File: src/rtl/knn_vote_pkg.sv
// knn_vote_pkg: FSM state encoding and width helpers shared by the vote classifier files
package knn_vote_pkg;

    typedef enum logic [1:0] {ST_IDLE, ST_ACCUM, ST_SCAN, ST_DONE} state_e;

    // Bits needed to hold a vote count of 0..k
    function automatic int cnt_w(input int k);
        return $clog2(k + 1);
    endfunction

    // Bits needed to hold an arrival index of 0..k-1 (at least one)
    function automatic int idx_w(input int k);
        return (k > 1) ? $clog2(k) : 1;
    endfunction

endpackage

File: src/rtl/knn_vote_if.sv
// knn_vote_if: control, neighbour-label and result handshakes of the vote classifier
interface knn_vote_if #(
    parameter int LABEL_W = 4
);
    logic               start;
    logic               busy;
    logic               nb_valid;
    logic               nb_ready;
    logic [LABEL_W-1:0] nb_label;
    logic               result_valid;
    logic               result_ready;
    logic [LABEL_W-1:0] result_label;

    modport master (
        output start, nb_valid, nb_label, result_ready,
        input  busy, nb_ready, result_valid, result_label
    );

    modport slave (
        input  start, nb_valid, nb_label, result_ready,
        output busy, nb_ready, result_valid, result_label
    );
endinterface

File: src/rtl/knn_vote_bank.sv
// knn_vote_bank: per-class vote counters and first-arrival indices with clear, increment and scan read port
module knn_vote_bank #(
    parameter int NCLASS  = 10,
    parameter int LABEL_W = 4,
    parameter int CNT_W   = 3,
    parameter int IDX_W   = 2
) (
    input  logic               clk,
    input  logic               rst,
    input  logic               clr,
    input  logic               inc,
    input  logic [LABEL_W-1:0] label,
    input  logic [IDX_W-1:0]   idx,
    input  logic [LABEL_W-1:0] sel,
    output logic [CNT_W-1:0]   cnt_rd,
    output logic [IDX_W-1:0]   first_rd
);
    logic [CNT_W-1:0] count_q [NCLASS];
    logic [CNT_W-1:0] count_d [NCLASS];
    logic [IDX_W-1:0] first_q [NCLASS];
    logic [IDX_W-1:0] first_d [NCLASS];

    // Clear all classes on a new classification, else count the voted class and note its first arrival
    always_comb begin
        count_d = count_q;
        first_d = first_q;
        for (int i = 0; i < NCLASS; i++) begin
            if (clr) begin
                count_d[i] = '0;
                first_d[i] = '1;
            end else if (inc && label == LABEL_W'(i)) begin
                count_d[i] = count_q[i] + 1'b1;
                if (count_q[i] == '0) first_d[i] = idx;
            end
        end
    end

    // Read the class currently being scanned
    always_comb begin
        cnt_rd   = '0;
        first_rd = '0;
        for (int i = 0; i < NCLASS; i++) begin
            if (sel == LABEL_W'(i)) begin
                cnt_rd   = count_q[i];
                first_rd = first_q[i];
            end
        end
    end

    // Counter and index registers
    always_ff @(posedge clk or negedge rst) begin
        if (!rst) begin
            count_q <= '{default: '0};
            first_q <= '{default: '0};
        end else begin
            count_q <= count_d;
            first_q <= first_d;
        end
    end
endmodule

File: src/rtl/knn_vote.sv
// knn_vote: majority vote over K nearest-first neighbour labels; ties go to the class seen nearest.
// Define KNN_VOTE_CNT_EN to add the result_votes output carrying the winner's vote count.
module knn_vote
    import knn_vote_pkg::*;
#(
    parameter int K       = 4,
    parameter int NCLASS  = 10,
    parameter int LABEL_W = 4,
    localparam int CNT_W  = cnt_w(K),
    localparam int IDX_W  = idx_w(K)
) (
    input  logic             clk,
    input  logic             rst,
    knn_vote_if.slave        bus
`ifdef KNN_VOTE_CNT_EN
    ,
    output logic [CNT_W-1:0] result_votes
`endif
);
    localparam logic [LABEL_W-1:0] NOVOTE = LABEL_W'(NCLASS);

    state_e             state_q, state_d;
    logic [IDX_W-1:0]   idx_q, idx_d;
    logic [LABEL_W-1:0] c_q, c_d;
    logic [LABEL_W-1:0] best_label_q, best_label_d;
    logic [CNT_W-1:0]   best_cnt_q, best_cnt_d;
    logic [IDX_W-1:0]   best_idx_q, best_idx_d;
    logic               clr, inc, hs, better;
    logic [CNT_W-1:0]   cnt_rd;
    logic [IDX_W-1:0]   first_rd;

    knn_vote_bank #(
        .NCLASS (NCLASS),
        .LABEL_W(LABEL_W),
        .CNT_W  (CNT_W),
        .IDX_W  (IDX_W)
    ) u_bank (
        .clk     (clk),
        .rst     (rst),
        .clr     (clr),
        .inc     (inc),
        .label   (bus.nb_label),
        .idx     (idx_q),
        .sel     (c_q),
        .cnt_rd  (cnt_rd),
        .first_rd(first_rd)
    );

    assign hs     = bus.nb_valid && state_q == ST_ACCUM;
    assign better = (cnt_rd > best_cnt_q) ||
                    (cnt_rd == best_cnt_q && cnt_rd != '0 && first_rd < best_idx_q);

    // Next state, vote bookkeeping and running-best update
    always_comb begin
        state_d      = state_q;
        idx_d        = idx_q;
        c_d          = c_q;
        best_label_d = best_label_q;
        best_cnt_d   = best_cnt_q;
        best_idx_d   = best_idx_q;
        clr          = 1'b0;
        inc          = 1'b0;
        unique case (state_q)
            ST_IDLE: if (bus.start) begin
                state_d      = ST_ACCUM;
                clr          = 1'b1;
                idx_d        = '0;
                c_d          = '0;
                best_label_d = NOVOTE;
                best_cnt_d   = '0;
                best_idx_d   = '1;
            end
            ST_ACCUM: if (hs) begin
                inc   = bus.nb_label < NOVOTE;
                idx_d = idx_q + 1'b1;
                if (idx_q == IDX_W'(K - 1)) state_d = ST_SCAN;
            end
            ST_SCAN: begin
                if (better) begin
                    best_label_d = c_q;
                    best_cnt_d   = cnt_rd;
                    best_idx_d   = first_rd;
                end
                c_d = c_q + 1'b1;
                if (c_q == LABEL_W'(NCLASS - 1)) state_d = ST_DONE;
            end
            ST_DONE: if (bus.result_ready) state_d = ST_IDLE;
            default: state_d = ST_IDLE;
        endcase
    end

    // State and best-tracker registers
    always_ff @(posedge clk or negedge rst) begin
        if (!rst) begin
            state_q      <= ST_IDLE;
            idx_q        <= '0;
            c_q          <= '0;
            best_label_q <= '0;
            best_cnt_q   <= '0;
            best_idx_q   <= '0;
        end else begin
            state_q      <= state_d;
            idx_q        <= idx_d;
            c_q          <= c_d;
            best_label_q <= best_label_d;
            best_cnt_q   <= best_cnt_d;
            best_idx_q   <= best_idx_d;
        end
    end

    assign bus.busy         = state_q != ST_IDLE;
    assign bus.nb_ready     = state_q == ST_ACCUM;
    assign bus.result_valid = state_q == ST_DONE;
    assign bus.result_label = best_label_q;
`ifdef KNN_VOTE_CNT_EN
    assign result_votes     = best_cnt_q;
`endif
endmodule

File: src/flat_wrapper.sv
// flat-port wrapper written by rule: the top's interface ports become plain ports
module knn_vote_flat import knn_vote_pkg::*;
#(
    parameter int K       = 4,
    parameter int NCLASS  = 10,
    parameter int LABEL_W = 4,
    localparam int CNT_W  = cnt_w(K),
    localparam int IDX_W  = idx_w(K)
)
  (clk, rst, bus_start, bus_nb_valid, bus_nb_label, bus_result_ready, bus_busy, bus_nb_ready, bus_result_valid, bus_result_label);
  knn_vote_if #(.LABEL_W(LABEL_W)) bus_i ();
  input  logic clk;
  input  logic rst;
  input wire logic [$bits(bus_i.start)-1:0] bus_start;
  input wire logic [$bits(bus_i.nb_valid)-1:0] bus_nb_valid;
  input wire logic [$bits(bus_i.nb_label)-1:0] bus_nb_label;
  input wire logic [$bits(bus_i.result_ready)-1:0] bus_result_ready;
  output wire logic [$bits(bus_i.busy)-1:0] bus_busy;
  output wire logic [$bits(bus_i.nb_ready)-1:0] bus_nb_ready;
  output wire logic [$bits(bus_i.result_valid)-1:0] bus_result_valid;
  output wire logic [$bits(bus_i.result_label)-1:0] bus_result_label;
  assign bus_i.start = bus_start;
  assign bus_i.nb_valid = bus_nb_valid;
  assign bus_i.nb_label = bus_nb_label;
  assign bus_i.result_ready = bus_result_ready;
  assign bus_busy = bus_i.busy;
  assign bus_nb_ready = bus_i.nb_ready;
  assign bus_result_valid = bus_i.result_valid;
  assign bus_result_label = bus_i.result_label;
  knn_vote #(.K(K), .NCLASS(NCLASS), .LABEL_W(LABEL_W)) u_core (.clk(clk), .rst(rst), .bus(bus_i));
endmodule
File: config.mk
export PLATFORM = sky130hd
export DESIGN_NAME = knn_vote_flat
export DESIGN_NICKNAME = d
export VERILOG_FILES = /design/src/rtl/knn_vote_pkg.sv /design/src/rtl/knn_vote_if.sv /design/src/rtl/knn_vote_bank.sv /design/src/rtl/knn_vote.sv /design/src/flat_wrapper.sv
export SDC_FILE = /design/constraint.sdc
export NUM_CORES = 1
export LEC_CHECK = 0
export ABC_CLOCK_PERIOD_IN_PS = 5300
export CORE_ASPECT_RATIO = 2
export CORE_UTILIZATION = 50
export DETAILED_ROUTE_END_ITERATION = 6
export PLACE_DENSITY_LB_ADDON = 0.3
export SLEW_MARGIN = 15
export SYNTH_ARGS = -nofsm -noshare
export SYNTH_HDL_FRONTEND = slang
export SYNTH_SLANG_ARGS = --single-unit
File: constraint.sdc
create_clock -name clk -period 5.3 [get_ports clk]
set_clock_uncertainty 0.2 [all_clocks]
set_input_delay 0.795 -clock clk [delete_from_list [all_inputs] [get_ports clk]]
set_output_delay 0.795 -clock clk [all_outputs]
set_load 0.01 [all_outputs]
==> metrics.md, run 1 <==
| Metric | Value |
|---|---|
| Initial Util | `51.0%` |
| Final core occ | `56.6%` |
| DP HPWL | `7.84 mm` |
| FF-to-FF setup slack | `0.48 ns` |
| Hold path cells | `2` |
| Crit-path max FO | `23` |
| Slowest-stage cell, CP | `ha_1` |
| Max-cap violations | `0` |
| DP Worst Slack | `0.582 ns` |
| Arrival time at the worst endpoint | `4.84 ns` |
| Diodes inserted | `0` |
| Routed wl met3 | `338 µm` |
| Die Ht | `132 µm` |
| Primary FF master, synth | `dfrtp_1` |
| H-tree levels | `3` |
| Post-synth top area cell | `dfrtp_1` |
| Maximum buffer depth of the clock tree | `2` |
| Worst hold start | `u_core.u_bank.first_q[7]` |
| Sequential-to-total area share from yosys stat | `39.9%` |
| Die ar. | `8800 µm²` |
| Vias per std cell | `5.99` |
| Core footprint | `8230 µm²` |
| Grt total ovfl | `0` |
| Vias in the first global route | `3360` |
| Layout cell share with drive strength beyond 1 | `6.20%` |
| PortBufs | `15` |
| Metal-1 WL | `3.87 mm` |
| Hold path endpoint | `u_core.u_bank.first_q[7]` |
| DRC | `0` |
| Largest net degree at the start of global routing | `68` |
| Crit. End Element | `flop` |
| Clock tree from TritonCTS | `done` |
| Power Density | `496 nW/µm²` |
| Register bit count reported by yosys | `67` |
| Wire per inst | `18.7 µm` |
| Worst relative slew slack | `18.8%` |
| Std-Cell Rows | `47` |
| Status | `completed` |
| Remaining antenna violation count | `0` |
| FF-to-FF End | `u_core.bus.result_label[3]` |
| Met2 routed WL | `5.67 mm` |
| Final worst slack | `0.480 ns` |
| Hold WS | `0.302 ns` |
| Inst Count DP | `551` |
| Final setup viols | `0` |
| Clk_lat worst skew | `0.34 ns` |
| Worst vdd ir | `0.000217 V` |
| Initial drt markers | `325` |
| Total number of vias | `3388` |
| Initial antenna violation count | `0` |
| Synth area leaders | `dfrtp_1 40%, ha_1 9.8%, mux2i_1 5.0%` |
| Top sig layer | `met4` |
| Slowest stage delay, CP | `0.67 ns` |
| Leading cell type in the layout, fill and taps excluded | `dfrtp_1` |
| Hold Crit Class | `reg -> reg` |
| Area fraction of the dominant cell type after synthesis | `39.9%` |
| P_leak | `1.99 nW` |
| Slew @ Worst Pin | `1.20 ns` |
| Tcrit/Tclk final | `90.9%` |
| Final nets | `506` |
| Final Wtd Congestion | `0.935` |
| Post-synth cell types | `53` |
| Nature of the critical path startpoint | `flop` |
| Cell count after synthesis | `456` |
| Fillcell total | `767` |
| Crit Path Class | `reg -> reg` |
| Asr flop ratio synth | `100%` |
| Tmin final | `4.82 ns` |
| Netlist Area Pre-Place | `4200 µm²` |
| Setup TNS | `0 ns` |
| Fin cells | `566` |
| Synth Net Count | `498` |
| Root Buffer | `clkbuf_16` |
| Post-CTS sizing | `0` |
| Most frequent cell on the critical path | `ha_1` |
| Chip width | `66.8 µm` |
| GRT Total Usage | `26.5%` |
| CTS Sinks | `67` |
| Number of cells on the worst reg-to-reg path | `14` |
| Most frequent cells in the layout | `67 x dfrtp_1, 48 x nor2_1, 46 x nand2_1` |
| Area growth from synthesis to layout | `11.0%` |
| Cell Chain, Critical Path | `inv_1, ha_1, nand3b_1, o211ai_1, o221ai_1, a21oi_1, ha_1, nor2b_1, o21a_1, o21ai_0, o311ai_0, o31a_1, nor2b_4, mux2_4` |
| Yosys warnings | `0` |
| Mapped Avg Cell Area | `9.21 µm²` |
| EDFF count, synth | `0` |
| First-pass GRT wire length | `17.0 mm` |
| RSZ-0062 raised after global routing | `false` |
| Number of buffers created by CTS | `9` |
| Final WL | `10.6 mm` |
| Fin. max-slew vios | `0` |
| Number of setup buffers added after CTS | `0` |
| Hold-fix buffers, CTS | `0` |
| CP required | `5.32 ns` |
| Worst r2r src | `u_core.c_q[1]` |
| Endpoints failing hold | `0` |
| Drt first pass iters | `5` |
| IO Count | `16` |
| Fmax achieved | `207 MHz` |
| Worst-path clk slew | `0.05 ns` |
## how the worst max path moves through the flow
stage | start | slack (ns) | end | cells past startpoint
after floorplan | u_core.c_q[0] | 1.52 | u_core.bus.result_label[1] | 16
after global placement | u_core.c_q[1] | 0.87 | u_core.bus.result_label[3] | 14
after detailed placement | u_core.c_q[1] | 0.58 | u_core.bus.result_label[1] | 14
after CTS | u_core.c_q[1] | 0.54 | u_core.bus.result_label[1] | 14
after global routing | u_core.c_q[1] | 0.16 | u_core.bus.result_label[3] | 14
final | u_core.c_q[1] | 0.48 | u_core.bus.result_label[3] | 14
## where the power goes
part	leakage, nW	internal, mW	switching (mW)
Sequential	0.807	0.613	0.113
Combinational	1.05	0.420	0.599
Clock	0.135	0.352	0.214
## state kept, by name (all words and copies together) (netlist names)
| name | count |
|---|---|
| u_core.best_cnt_q | 3 |
| u_core.u_bank.first_q | 20 |
| u_core.best_idx_q | 2 |
| u_core.bus.result_label | 4 |
| u_core.c_q | 4 |
| u_core.state_q | 2 |
| u_core.idx_q | 2 |
| u_core.u_bank.count_q | 30 |
## per-layer routing
layer / up-vias / GRT usage [%]
met5: - / 0
met4: 0 / 18.9
met2: 97 / 44.7
met3: 46 / 5.90
met1: 1660 / 27.4
li1: 1585 / -
## per-stage QoR
stage | total power, mW | instance area, µm²
3_3_place_gp | 1.69 | 4380
3_5_place_dp | 1.73 | 4380
6_report | 2.31 | 4660
2_1_floorplan | 1.48 | 4200
5_1_grt | 2.47 | 4660
4_1_cts | 2.31 | 4660
## Yosys cell counts, types with 3 or more instances
cell      number
nor3_1         5
a211oi_1       4
a221oi_1       9
nand2b_1       6
inv_1         44
o21ai_0       14
ha_1          33
nor4b_1        3
and3_1         3
xor2_1         7
clkbuf_1      11
nand2_1       46
dfrtp_1       67
a22oi_1        3
nor2b_1        9
a21oi_1       18
nand3b_1      13
mux2i_1       21
xnor2_1       13
o211ai_1      12
buf_2          5
nor2_1        48
o22ai_1        9
nand3_1       14
buf_4          4
## logic make-up (layout without fill, tap and decap cells)
family | count (synthesis) | after routing | share of synthesized area [%]
adder cells (fa/ha/maj) | 33 | 33 | 9.83
buffers and inverters | 66 | 78 | 6.76
AND/OR/NAND/NOR | 156 | 156 | 18.3
flip-flops | 67 | 67 | 39.9
multiplexers | 23 | 23 | 5.72
AO/OA/AOI/OAI | 91 | 91 | 15.3
XOR/XNOR | 20 | 20 | 4.17
## worst max-delay path, delay by kind of cell, from the launching register on
family | cells | cell delay, ns
AO/OA/AOI/OAI | 7 | 1.80
flip-flops | 1 | 0.41
AND/OR/NAND/NOR | 3 | 0.86
adder cells (fa/ha/maj) | 2 | 0.97
multiplexers | 1 | 0.33
buffers and inverters | 1 | 0.13
## final cells by class
cell class	instances	area [µm²]	area share [%]
well taps	98	123	2.63
repair buffers	19	175	3.76
clock inverters	1	7.51	0.161
clock buffers	14	274	5.88
multi-input cells	323	2240	48.1
inverters	44	165	3.54
flip-flops and latches	67	1680	36.0
No activity file was read; power rests on OpenSTA's default activity.
==> run 2: changes to the inputs <==
--- a/config.mk
+++ b/config.mk
@@ -7,7 +7,7 @@
 export LEC_CHECK = 0
 export ABC_CLOCK_PERIOD_IN_PS = 5300
 export CORE_ASPECT_RATIO = 2
-export CORE_UTILIZATION = 50
+export CORE_UTILIZATION = 61
 export DETAILED_ROUTE_END_ITERATION = 6
 export PLACE_DENSITY_LB_ADDON = 0.3
 export SLEW_MARGIN = 15
==> metrics.md, run 2 (synthesis gave the netlist of run 1 again) <==
| Metric | Value |
|---|---|
| Status | `completed` |
| Crit Path Class | `reg -> reg` |
| Setup TNS | `0 ns` |
| Final Wtd Congestion | `0.957` |
| Area growth from synthesis to layout | `10.1%` |
| Vias per std cell | `6.19` |
| Biggest regs | `u_core.u_bank.count_q x30, u_core.u_bank.first_q x20` |
| Most frequent cells in the layout | `67 x dfrtp_1, 48 x nor2_1, 46 x nand2_1` |
| Max-cap violations | `0` |
| Final worst slack | `0.546 ns` |
| Hold-fix buffers, CTS | `0` |
| Largest net degree at the start of global routing | `68` |
| Remaining antenna violation count | `0` |
| P_leak | `1.98 nW` |
| Launch point of the worst path | `u_core.c_q[1]` |
| Layout cell share with drive strength beyond 1 | `5.78%` |
| IO Count | `16` |
| Clk_lat worst skew | `0.33 ns` |
| FF-to-FF setup slack | `0.55 ns` |
| Nature of the critical path startpoint | `flop` |
| Slew @ Worst Pin | `0.969 ns` |
| Die ar. | `7240 µm²` |
| Diodes inserted | `0` |
| Leading cell type in the layout, fill and taps excluded | `dfrtp_1` |
| Initial antenna violation count | `0` |
| Worst relative slew slack | `34.5%` |
| Grt total ovfl | `0` |
| Worst r2r src | `u_core.c_q[1]` |
| Arrival time at the worst endpoint | `4.77 ns` |
| CP required | `5.31 ns` |
| Number of setup buffers added after CTS | `0` |
| Clock power share | `23.9%` |
| Cell Area, Placed | `4350 µm²` |
| Clock tree from TritonCTS | `done` |
| Worst vdd ir | `0.000295 V` |
| Finished Cell Area | `4630 µm²` |
| Total power | `2.28 mW` |
| Power Density | `494 nW/µm²` |
| CTS Sinks | `67` |
| Sw frac | `40.0%` |
| Final WL | `10.1 mm` |
| Reg with most FFs | `u_core.u_bank.count_q` |
| Chip width | `60.7 µm` |
| DRC | `0` |
| RSZ-0062 raised after global routing | `false` |
| Crit-path max FO | `23` |
| Hold WS | `0.306 ns` |
| Total number of vias | `3436` |
| Crit. End Element | `flop` |
| Hold Crit Class | `reg -> reg` |
| DP Worst Slack | `0.667 ns` |
| Vias in the first global route | `3434` |
| Drt first pass iters | `5` |
| Final setup viols | `0` |
| Post-CTS sizing | `0` |
| Wire per inst | `18.2 µm` |
| FF-to-FF End | `u_core.bus.result_label[1]` |
| Core footprint | `6620 µm²` |
| First-pass GRT wire length | `16.4 mm` |
| Worst-path clk slew | `0.05 ns` |
| Endpoints failing hold | `0` |
| Initial Util | `63.5%` |
| GRT Total Usage | `31.2%` |
| Initial drt markers | `274` |
| Logic gate share of total power | `44.2%` |
| Internal Pwr Total | `1.37 mW` |
| Tmin final | `4.75 ns` |
| Std-Cell Rows | `42` |
| Root Buffer | `clkbuf_16` |
| Die Ht | `119 µm` |
| Max FFs per register | `30` |
| Psw | `0.914 mW` |
| Reg power frac | `31.9%` |
| Fin. max-slew vios | `0` |
| CP endpoint | `u_core.bus.result_label[1]` |
| Final nets | `504` |
| Number of buffers created by CTS | `9` |
| H-tree levels | `3` |
| DP HPWL | `7.38 mm` |
| Tcrit/Tclk final | `89.7%` |
| Fmax achieved | `210 MHz` |
| Number of cells on the worst reg-to-reg path | `14` |
| PortBufs | `15` |
| Maximum buffer depth of the clock tree | `2` |
-- run 2: cell types whose count changed in the layout (fill, tap and decap cells not counted), sizes merged --
cell | previous run | this run
clkinv | 0 | 2
buf | 5 | 3
clkinvlp | 1 | 0
-- run 2: worst min-delay path by stage --
stage	startpoint	endpoint	cells past startpoint
6_report	u_core.u_bank.first_q[8]	u_core.u_bank.first_q[8]	2
5_1_grt	u_core.bus.result_label[3]	u_core.bus.result_label[3]	1
4_1_cts	u_core.u_bank.first_q[8]	u_core.u_bank.first_q[8]	2
3_5_place_dp	u_core.u_bank.first_q[8]	u_core.u_bank.first_q[8]	2
3_3_place_gp	u_core.u_bank.first_q[5]	u_core.u_bank.first_q[5]	2
2_1_floorplan	u_core.u_bank.first_q[12]	u_core.u_bank.first_q[12]	2
-- run 2: through the flow --
step	util, %	instances
6_report	69.9	555
5_1_grt	69.9	555
4_1_cts	69.9	555
3_5_place_dp	65.7	539
3_3_place_gp	65.7	539
2_1_floorplan	-	456
-- run 2: layout make-up --
cell class	count	area (µm²)
Timing Repair Buffer	17	160
Clock buffer	14	264
Sequential cell	67	1680
Inverter	44	165
Tap cell	88	110
Fill cell	545	1990
Multi-Input combinational cell	323	2240
Clock inverter	2	10.0
-- run 2: metal layers --
metal	wire length, µm	vias to the layer above	part of all wire [%]	global-route usage [%]
li1	-	1585	-	-
met1	3700	1689	37	34.2
met2	5440	119	54	52.1
met3	366	43	3.6	7.17
met4	620	0	6.1	19.0
met5	0	-	0	0
-- run 2: power groups by stage --
stage          combinational [mW]  clock [mW]  sequential [mW]
6_report                     1.01       0.546            0.728
5_1_grt                      1.12       0.578            0.741
4_1_cts                     0.999       0.553            0.725
3_5_place_dp                0.983           0            0.734
3_3_place_gp                0.950           0            0.728
2_1_floorplan               0.793           0            0.683
-- run 2: worst max-delay path, cell delays in order, from the launching register on --
cell	delay, ns
dfrtp_1	0.41
inv_1	0.14
ha_1	0.67
nand3b_1	0.49
o211ai_1	0.26
o221ai_1	0.16
a21oi_1	0.32
ha_1	0.31
nor2b_1	0.14
o21a_1	0.17
o21ai_0	0.22
o311ai_0	0.22
o31a_1	0.41
nor2b_4	0.19
mux2_4	0.33
